File: config.mk
export PLATFORM = sky130hd
export DESIGN_NAME = slot_game_ctrl
export DESIGN_NICKNAME = d
export VERILOG_FILES = /design/src/rtl/slot_game_ctrl.sv
export SDC_FILE = /design/constraint.sdc
export NUM_CORES = 1
export LEC_CHECK = 0
export BUFFER_PORTS_ARGS = -buffer_cell sky130_fd_sc_hd__buf_2
export CORE_MARGIN = 3
export CORE_UTILIZATION = 58
export CTS_BUF_LIST = sky130_fd_sc_hd__clkbuf_4 sky130_fd_sc_hd__clkbuf_8
export CTS_CLUSTER_SIZE = 10
export DETAILED_ROUTE_END_ITERATION = 16
export GPL_TIMING_DRIVEN = 1
export PLACE_DENSITY = 0.8
export SYNTH_ARGS = -nofsm -noshare
export SYNTH_HDL_FRONTEND = slang
export SYNTH_SLANG_ARGS = --single-unit
File: constraint.sdc
create_clock -name clk -period 5 [get_ports clk]
set_clock_uncertainty 0.2 [all_clocks]
set_input_delay 0.25 -clock clk [delete_from_list [all_inputs] [get_ports clk]]
set_output_delay 0.25 -clock clk [all_outputs]
set_load 0.02 [all_outputs]
File: src/rtl/slot_game_ctrl.sv
`default_nettype none
// slot_game_ctrl: credit-tracking sequencer for the three-reel slot datapath.
// Rev 1.0 - lever-triggered spin, staggered reel stops, grading and payout.
module slot_game_ctrl #(
   parameter int SPIN_CYCLES = 64,
   parameter int STOP_GAP    = 16,
   parameter int CREDIT_W    = 16,
   parameter int MAX_CREDITS = 9999,
   parameter int BET         = 1,
   parameter int PAY_PAIR    = 2,
   parameter int PAY_TRIPLE  = 10
) (
   input  logic                clk,
   input  logic                reset,
   input  logic                coin,
   input  logic                lever,
   input  logic [3:0]          digit_msb,
   input  logic [3:0]          digit_mid,
   input  logic [3:0]          digit_lsb,
   output logic [2:0]          reel_run,
   output logic [CREDIT_W-1:0] credits,
   output logic [1:0]          win_code,
   output logic                payout_valid,
   output logic [7:0]          payout_amt,
   output logic                busy,
   output logic                no_credit
);

   localparam int c_CNT_MAX = (SPIN_CYCLES > STOP_GAP) ? SPIN_CYCLES : STOP_GAP;
   localparam int c_CNT_W   = $clog2(c_CNT_MAX + 1);
   localparam int c_SUM_W   = ((CREDIT_W > 9) ? CREDIT_W : 9) + 1;

   localparam logic [c_CNT_W-1:0]  c_SPIN_LAST  = c_CNT_W'(SPIN_CYCLES - 1);
   localparam logic [c_CNT_W-1:0]  c_GAP_LAST   = c_CNT_W'(STOP_GAP - 1);
   localparam logic [CREDIT_W-1:0] c_BET        = CREDIT_W'(BET);
   localparam logic [CREDIT_W-1:0] c_MAX        = CREDIT_W'(MAX_CREDITS);
   localparam logic [c_SUM_W-1:0]  c_SUM_BET    = c_SUM_W'(BET);
   localparam logic [c_SUM_W-1:0]  c_SUM_MAX    = c_SUM_W'(MAX_CREDITS);
   localparam logic [7:0]          c_PAY_PAIR   = 8'(PAY_PAIR);
   localparam logic [7:0]          c_PAY_TRIPLE = 8'(PAY_TRIPLE);

   typedef enum logic [2:0] {
      S_IDLE    = 3'd0,
      S_SPIN    = 3'd1,
      S_STOP_A  = 3'd2,
      S_STOP_B  = 3'd3,
      S_EVAL    = 3'd4,
      S_PAY     = 3'd5,
      S_RELEASE = 3'd6
   } state_t;

   state_t              r_state;
   state_t              w_next;
   logic [c_CNT_W-1:0]  r_cnt;
   logic                r_lever_q;
   logic [CREDIT_W-1:0] r_credits;
   logic [1:0]          r_win_code;
   logic [7:0]          r_payout_amt;
   logic                r_no_credit;

   logic                w_pull;
   logic                w_can_bet;
   logic                w_start;
   logic [1:0]          w_win_code;
   logic [7:0]          w_win_amt;
   logic [8:0]          w_add;
   logic [c_SUM_W-1:0]  w_sum;
   logic [CREDIT_W-1:0] w_credits_nxt;

   assign w_pull    = lever & ~r_lever_q;
   assign w_can_bet = (r_credits >= c_BET);
   assign w_start   = (r_state == S_IDLE) & w_pull & w_can_bet;

   always_ff @(posedge clk or posedge reset) begin
      if (reset) r_state <= S_IDLE;
      else       r_state <= w_next;
   end

   always_comb begin
      w_next       = r_state;
      reel_run     = 3'b000;
      payout_valid = 1'b0;
      busy         = (r_state != S_IDLE);
      case (r_state)
         S_IDLE:    if (w_start) w_next = S_SPIN;
         S_SPIN: begin
            reel_run = 3'b111;
            if (r_cnt == c_SPIN_LAST) w_next = S_STOP_A;
         end
         S_STOP_A: begin
            reel_run = 3'b011;
            if (r_cnt == c_GAP_LAST) w_next = S_STOP_B;
         end
         S_STOP_B: begin
            reel_run = 3'b001;
            if (r_cnt == c_GAP_LAST) w_next = S_EVAL;
         end
         S_EVAL:    w_next = S_PAY;
         S_PAY: begin
            payout_valid = 1'b1;
            w_next       = S_RELEASE;
         end
         S_RELEASE: if (!lever) w_next = S_IDLE;
         default:   w_next = S_IDLE;
      endcase
   end

   // Dwell counter restarts on every state change; only the timed states count.
   always_ff @(posedge clk or posedge reset) begin
      if (reset)
         r_cnt <= '0;
      else if (w_next != r_state)
         r_cnt <= '0;
      else if ((r_state == S_SPIN) || (r_state == S_STOP_A) || (r_state == S_STOP_B))
         r_cnt <= r_cnt + 1'b1;
      else
         r_cnt <= '0;
   end

   always_comb begin
      w_win_code = 2'b00;
      w_win_amt  = 8'd0;
      if ((digit_msb == digit_mid) && (digit_mid == digit_lsb)) begin
         w_win_code = 2'b10;
         w_win_amt  = c_PAY_TRIPLE;
      end else if ((digit_msb == digit_mid) || (digit_mid == digit_lsb) ||
                   (digit_msb == digit_lsb)) begin
         w_win_code = 2'b01;
         w_win_amt  = c_PAY_PAIR;
      end
   end

   // Coin, payout and bet are folded into one signed-safe sum before saturating.
   always_comb begin
      w_add = {8'd0, coin} + ((r_state == S_PAY) ? {1'b0, r_payout_amt} : 9'd0);
      w_sum = {{(c_SUM_W - CREDIT_W){1'b0}}, r_credits} + c_SUM_W'(w_add)
              - (w_start ? c_SUM_BET : '0);
      w_credits_nxt = (w_sum > c_SUM_MAX) ? c_MAX : w_sum[CREDIT_W-1:0];
   end

   always_ff @(posedge clk or posedge reset) begin
      if (reset) begin
         r_lever_q    <= 1'b1;
         r_credits    <= '0;
         r_win_code   <= 2'b00;
         r_payout_amt <= 8'd0;
         r_no_credit  <= 1'b0;
      end else begin
         r_lever_q   <= lever;
         r_credits   <= w_credits_nxt;
         r_no_credit <= (r_state == S_IDLE) & w_pull & ~w_can_bet;
         if (w_start) begin
            r_win_code   <= 2'b00;
            r_payout_amt <= 8'd0;
         end else if (r_state == S_EVAL) begin
            r_win_code   <= w_win_code;
            r_payout_amt <= w_win_amt;
         end
      end
   end

   assign credits    = r_credits;
   assign win_code   = r_win_code;
   assign payout_amt = r_payout_amt;
   assign no_credit  = r_no_credit;

endmodule
`default_nettype wire

==> results of run 1 <==
==> registers in the layout, indices dropped and copies added (netlist names) <==
signal and flops:
credits 16, no_credit 1, payout_amt 2, r_cnt 7, r_lever_q 1, r_state 3
win_code 1
==> report_power, final <==
part / switching (mW) / leakage, nW / internal, mW / total, mW
registers: 0.0515 / 0.378 / 0.297 / 0.349
clock network: 0.102 / 0.0612 / 0.161 / 0.263
logic: 0.640 / 1.03 / 0.435 / 1.08
==> critical path, stage by stage, from the launching register on <==
cell and delay, ns:
dfrtp_1 0.49, or3_1 0.39, or3b_2 0.47, a21oi_1 0.24, ha_1 0.18, inv_1 0.05
ha_1 0.20, fa_1 0.40, a21o_1 0.24, a221oi_4 0.35, nor3_2 0.09, o41ai_1 0.37
xnor2_1 0.24, o2111ai_4 0.26, or3_1 0.42
==> timing repair <==
action                                  4_1_cts  5_1_grt
hold buffers                                  2        0
endpoints found under the hold margin        31        0
endpoints found under the setup margin        0        3
resized for setup                             0        1
==> cell type report <==
class,count,area (um^2)
multi-input cells,229,1690
fillers,322,1170
flip-flops and latches,31,777
repair buffers,46,248
inverters,29,109
clock buffers,6,82.6
well taps,50,62.6
clock inverters,2,35.0
==> metrics by stage <==
| stage | hold slack [ns] | cell area, um^2 | setup WS, ns | instances | util (%) |
|---|---|---|---|---|---|
| floorplan | 0.0545 | 2640 | 0.373 | 300 | - |
| global placement | 0.158 | 2860 | 0.503 | 383 | 68.5 |
| detailed placement | 0.163 | 2860 | 0.348 | 383 | 68.5 |
| CTS | 0.0906 | 3000 | 0.272 | 393 | 71.8 |
| global route | 0.107 | 3010 | 0.0460 | 393 | 72.1 |
| finish | 0.100 | 3010 | 0.287 | 393 | 72.1 |
==> layout by cell type (no fill, tap or decap), drive strengths merged, types with 3 or more instances in the layout <==
cell type  instances
nand2             17
clkbuf             6
xor2              18
nand4              3
a21oi             12
a21o               4
conb               8
nand3              6
dfrtp             30
nor2b              9
nor3              10
nand2b             9
nor3b              4
nor4               6
ha                29
a211oi             3
xnor2             11
or3                8
buf               44
inv               29
o21ai              7
nor2              24
==> cells by family after synthesis <==
group | Yosys count
other | 1
buffers and inverters | 40
AND/OR/NAND/NOR | 108
AO/OA/AOI/OAI | 53
adder cells (fa/ha/maj) | 30
multiplexers | 1
flip-flops | 31
XOR/XNOR | 29
==> worst min path at each step <==
stage | end | slack [ns] | depth (start not counted)
after floorplan | r_lever_q | 0.05 | 0
after CTS | credits[0] | 0.09 | 3
after detailed placement | r_cnt[6] | 0.16 | 3
after global placement | r_cnt[6] | 0.16 | 3
after global routing | credits[0] | 0.11 | 3
final | credits[0] | 0.10 | 3
==> routing by layer <==
layer / routed length (um) / vias to the layer above / track usage (%)
li1: - / 1106 / -
met1: 2730 / 1050 / 32.5
met2: 2660 / 85 / 35.7
met3: 446 / 13 / 5.10
met4: 107 / 0 / 7.58
met5: 0 / - / 0
==> results.tsv, run 1 <==
stage	metric	value	unit
critical_path	WP data required	4.96	ns
synthesis	simple-gate share of the synthesized area	22.7	%
synthesis	Adder-Cell Fraction of Synth Area	14.6	%
synthesis	top cells by area, synth	dfrtp_1, ha_1, xor2_1	
clock_tree	TritonCTS Sinks	31	
clock_tree	CTS Buffer Depth	2	
critical_path	critical path launch point type	flip-flop	
drt	remaining antenna violation count	0	
synthesis	area share of the leading cell type in the synthesized netlist	28.7	%
drt	Wirelength per Cell	15.1	um
drt	vias	2254	
die	Rows	23	
critical_path	CP max FO	11	
grt	first-pass GRT wire length	9.86	mm
critical_path	R2R cell count	14	
critical_path	endpoint class of the critical path	flip-flop	
die	Starting Density	62.7	%
finish	diode count	0	
timing	unrepaired setup endpoints after global routing	no	
synthesis	Warnings, synthesis	0	
drt	drt pass-1 iters	5	
grt	total gr overflow	0	
die	DIE AREA	5350	um^2
synthesis	register area share after synthesis	29.7	%
timing	fmax	212	MHz
finish	share of cells above drive strength 1	19.0	%
clock_tree	setup bufs post-CTS	0	
synthesis	ys flop type	dfrtp_1	
critical_path	r2r setup slk	0.29	ns
synthesis	Cells after Synth	293	
die	Core Area	4170	um^2
timing	worst slew pin tran	0.765	ns
synthesis	Yosys reg bits	31	
timing	Final Cycle Share	94.3	%
worst_hold_path	hold_sp	coin	
synthesis	Avg Cell Area, Syn	8.93	um^2
synthesis	cell taking the most area after synthesis	dfrtp_1	
drt	final wirelength	5.95	mm
synthesis	largest family of logic cells by synthesized area	simple AND/OR/NAND/NOR gates	
worst_hold_path	HP Class	in2reg	
critical_path	critical path endpoint	credits[2]	
place	Post-DP HPWL	4.48	mm
synthesis	Post-synth EDFFs	0	
die	IO Count	48	
power_and_ir_drop	Lkg Pwr	1.47	nW
critical_path	worst reg2reg endpoint	credits[2]	
critical_path	Setup CP Type	reg2reg	
synthesis	post-synthesis mux area share	0.383	%
run	max-capacitance violation count	0	
finish	nets	388	
clock_tree	Worst-path clk slew	0.07	ns
synthesis	Synth cell types	61	
drt	DR vias/cell	5.74	
synthesis	Synth Area in XOR/XNOR	9.71	%
timing	relative max-transition margin	48.9	%
power_and_ir_drop	power density over the cells	561	nW/um^2
clock_tree	CTS buffer count	5	
place	number of buffers added on ports	41	
critical_path	RR Startpoint	r_state[1]	
timing	Final Hold Vio Count	0	
critical_path	Critical Path AT	4.68	ns
timing	Slew Viols, Final	0	
clock_tree	Root Buffer	clkbuf_8	
grt	pin count of the biggest net entering global routing	32	
grt	number of global-route vias before repair	2165	
grt	Global Route Usage Sum	23.3	%
clock_tree	H-tree depth	2	
die	Die Wd	73.2	um
drt	drt initial violations	219	
synthesis	cell area after synthesis	2620	um^2
power_and_ir_drop	VDD IR-drop max	0.458	mV
power_and_ir_drop	total power	1.69	mW
place	global placer's final weighted congestion	0.915	
grt	initial antenna violation count	0	
clock_tree	Worst-Skew Late Latency	0.29	ns
timing	post-layout minimum cycle time	4.71	ns
synthesis	fraction of registers with async set/reset	100	%
synthesis	Compound-Gate Fraction of Synth Area	15.7	%
drt	DRC	0	
finish	area grow syn2layout	14.9	%
synthesis	count leader, synth	dfrtp_1	
critical_path	CP startpoint	r_state[1]	
synthesis	top cells by count, synth	dfrtp_1, ha_1, inv_1, nor2_1, xor2_1	
outcome	status	finished, final reports clean	
die	Die Y	73.2	um
clock_tree	TritonCTS clock tree	done	
timing	final setup vio count	0	
timing	Final TNS setup	0	ns
(Power assumes the default switching activity.)
==> run 2, diff against run 1 <==
--- a/config.mk
+++ b/config.mk
@@ -13,6 +13,7 @@
 export DETAILED_ROUTE_END_ITERATION = 16
 export GPL_TIMING_DRIVEN = 1
 export PLACE_DENSITY = 0.8
+export REMOVE_ABC_BUFFERS = 1
 export SYNTH_ARGS = -nofsm -noshare
 export SYNTH_HDL_FRONTEND = slang
 export SYNTH_SLANG_ARGS = --single-unit
==> run 2 against run 1 <==
Critical path type unchanged. Register-to-register slack better by 0.09 ns. Critical path depth stayed put. Die area stayed put.
==> results.tsv, run 2 (synthesis gave the netlist of run 1 again) <==
stage	metric	value	unit	change
outcome	status	finished, final reports clean		
die	Starting Density	62.7	%	unchanged
grt	number of global-route vias before repair	2105		-2.8%
timing	Slew Viols, Final	0		unchanged
die	DIE AREA	5350	um^2	unchanged
finish	finished layout cell area	3010	um^2	unchanged
power_and_ir_drop	sequential share of power	20.7	%	about the same
timing	unrepaired setup endpoints after global routing	no		
drt	remaining antenna violation count	0		unchanged
drt	DRC	0		unchanged
critical_path	r2r setup slk	0.37	ns	+0.09 ns
clock_tree	setup bufs post-CTS	0		unchanged
critical_path	crit-path cells	or3_1, or3b_2, a21oi_1, ha_1, inv_1, ha_1, fa_1, a21o_1, a221oi_4, nor3_2, o41ai_1, xnor2_1, o2111ai_4, or3_1		
critical_path	CP max FO	11		unchanged
power_and_ir_drop	internal power	893	uW	about the same
finish	Layout fillers	331		+2.8%
power_and_ir_drop	Lkg Pwr	1.47	nW	unchanged
drt	drt pass-1 iters	4		-1
worst_hold_path	HP Class	in2reg		
die	Die Wd	73.2	um	unchanged
clock_tree	H-tree depth	2		unchanged
finish	storage element area	777	um^2	unchanged
clock_tree	TritonCTS Sinks	31		unchanged
grt	first-pass GRT wire length	9.54	mm	-3.2%
grt	total gr overflow	0		unchanged
critical_path	RR Startpoint	r_state[1]		
critical_path	R2R cell count	14		unchanged
critical_path	worst reg2reg endpoint	credits[0]		
drt	Wirelength per Cell	14.8	um	-2.3%
place	Area after DPL	2860	um^2	unchanged
grt	initial antenna violation count	0		unchanged
clock_tree	TritonCTS clock tree	done		
clock_tree	Worst-Skew Late Latency	0.28	ns	about the same
die	Die Y	73.2	um	unchanged
finish	most frequent cells in the layout	buf_2, dfrtp_1, inv_1, ha_1, nor2_1		
power_and_ir_drop	sw frac	46.8	%	-0.21 points
drt	DR vias/cell	5.69		-0.75%
timing	Final Hold Vio Count	0		unchanged
drt	vias	2237		-0.75%
critical_path	Max stage delay on crit path	0.49	ns	about the same
timing	Final TNS setup	0	ns	unchanged
finish	most common cell after layout, fill and taps aside	buf_2		
worst_hold_path	WHS Path Cells	3		unchanged
power_and_ir_drop	VDD IR-drop max	0.590	mV	+29%
finish	Core Util, Final	72.1	%	unchanged
finish	diode count	0		unchanged
clock_tree	CTS Buffer Depth	2		unchanged
place	Post-DP HPWL	4.44	mm	-0.98%
critical_path	Setup CP Type	reg2reg		
finish	Multi-input gate area	1690	um^2	unchanged
finish	share of cells above drive strength 1	19.0	%	unchanged
timing	final setup vio count	0		unchanged
power_and_ir_drop	P_sw	787	uW	-0.90%
critical_path	slowest cell on the critical path	dfrtp_1		
power_and_ir_drop	power density over the cells	559	nW/um^2	-0.45%
critical_path	WP data required	4.95	ns	about the same
place	global placer's final weighted congestion	0.900		-1.7%
timing	worst slew pin tran	0.800	ns	+0.0349 ns
die	Core Area	4170	um^2	unchanged
timing	relative max-transition margin	46.6	%	-2.3 points
critical_path	critical path endpoint	credits[0]		
die	IO Count	48		unchanged
critical_path	CP startpoint	r_state[1]		
critical_path	Critical Path AT	4.58	ns	-0.10 ns
finish	nets	388		unchanged
timing	fmax	216	MHz	+1.9%
clock_tree	CTS buffer count	5		unchanged
place	number of buffers added on ports	41		unchanged
power_and_ir_drop	clock share of power	15.4	%	-0.2 points
power_and_ir_drop	power share of the combinational group	63.9	%	+0.2 points
finish	max FFs per register	16		unchanged
critical_path	critical path launch point type	flip-flop		
clock_tree	Root Buffer	clkbuf_8		
timing	post-layout minimum cycle time	4.63	ns	-0.0870 ns
clock_tree	Worst-path clk slew	0.07	ns	about the same
die	Rows	23		unchanged
run	max-capacitance violation count	0		unchanged
grt	Global Route Usage Sum	22.8	%	-0.52 points
drt	drt initial violations	115		-47%
grt	pin count of the biggest net entering global routing	32		unchanged
drt	final wirelength	5.81	mm	-2.3%
timing	Final Cycle Share	92.5	%	-1.7 points
critical_path	endpoint class of the critical path	flip-flop		
finish	area grow syn2layout	14.9	%	unchanged
## run 2: cell counts in the layout (fill, tap and decap cells not counted)
Identical to the previous run, type by type.
## run 2: critical path, delay by kind of cell, from the launching register on
kind,cells,cell delay (ns)
flops,1,0.49
compound gates,5,1.41
simple gates,4,1.38
fa+ha+maj,3,0.74
buf+inv,1,0.04
xor+xnor,1,0.24
## run 2: layer usage
layer  GRT usage (%)  vias to the layer above  part of all wire [%]
met5               0                        -                     0
met4            6.76                        0                   1.3
met3            4.41                        8                   6.3
met2            37.1                       78                    47
met1            30.6                     1045                    46
li1                -                     1106                     -
## run 2: layout make-up
class,instances,share of cell area [%]
clock buffers,6,2.75
clock inverters,2,1.17
inverters,29,3.62
multi-input cells,229,56.3
flip-flops and latches,31,25.8
well taps,50,2.08
repair buffers,46,8.24
## run 2: power by group through the flow
stage | clock network, mW | logic, mW | registers [mW]
finish | 0.258 | 1.07 | 0.348
global route | 0.272 | 1.02 | 0.355
CTS | 0.261 | 1.06 | 0.347
detailed placement | 0 | 1.04 | 0.350
global placement | 0 | 1.02 | 0.349
floorplan | 0 | 0.778 | 0.376
## run 2: repair_timing
item | in CTS | in global routing
hold endpoints to repair | 31 | 0
resized for setup | 0 | 1
setup endpoints to repair | 0 | 1
hold buffers | 2 | 0
## run 2: stage by stage
step	instances	worst slack [ns]	power (mW)	hold WS [ns]
floorplan	289	0.422	1.15	0.0545
global placement	383	0.474	1.37	0.150
detailed placement	383	0.339	1.39	0.160
CTS	393	0.308	1.66	0.126
global route	393	0.0647	1.64	0.150
finish	393	0.374	1.68	0.133
## run 2: worst min path at each step
stage / start / endpoint / slack [ns]
after floorplan: lever / r_lever_q / 0.05
after global placement: reset / r_state[1] / 0.15
after detailed placement: reset / r_state[0] / 0.16
after CTS: coin / credits[0] / 0.13
after global routing: coin / credits[0] / 0.15
final: coin / credits[0] / 0.13
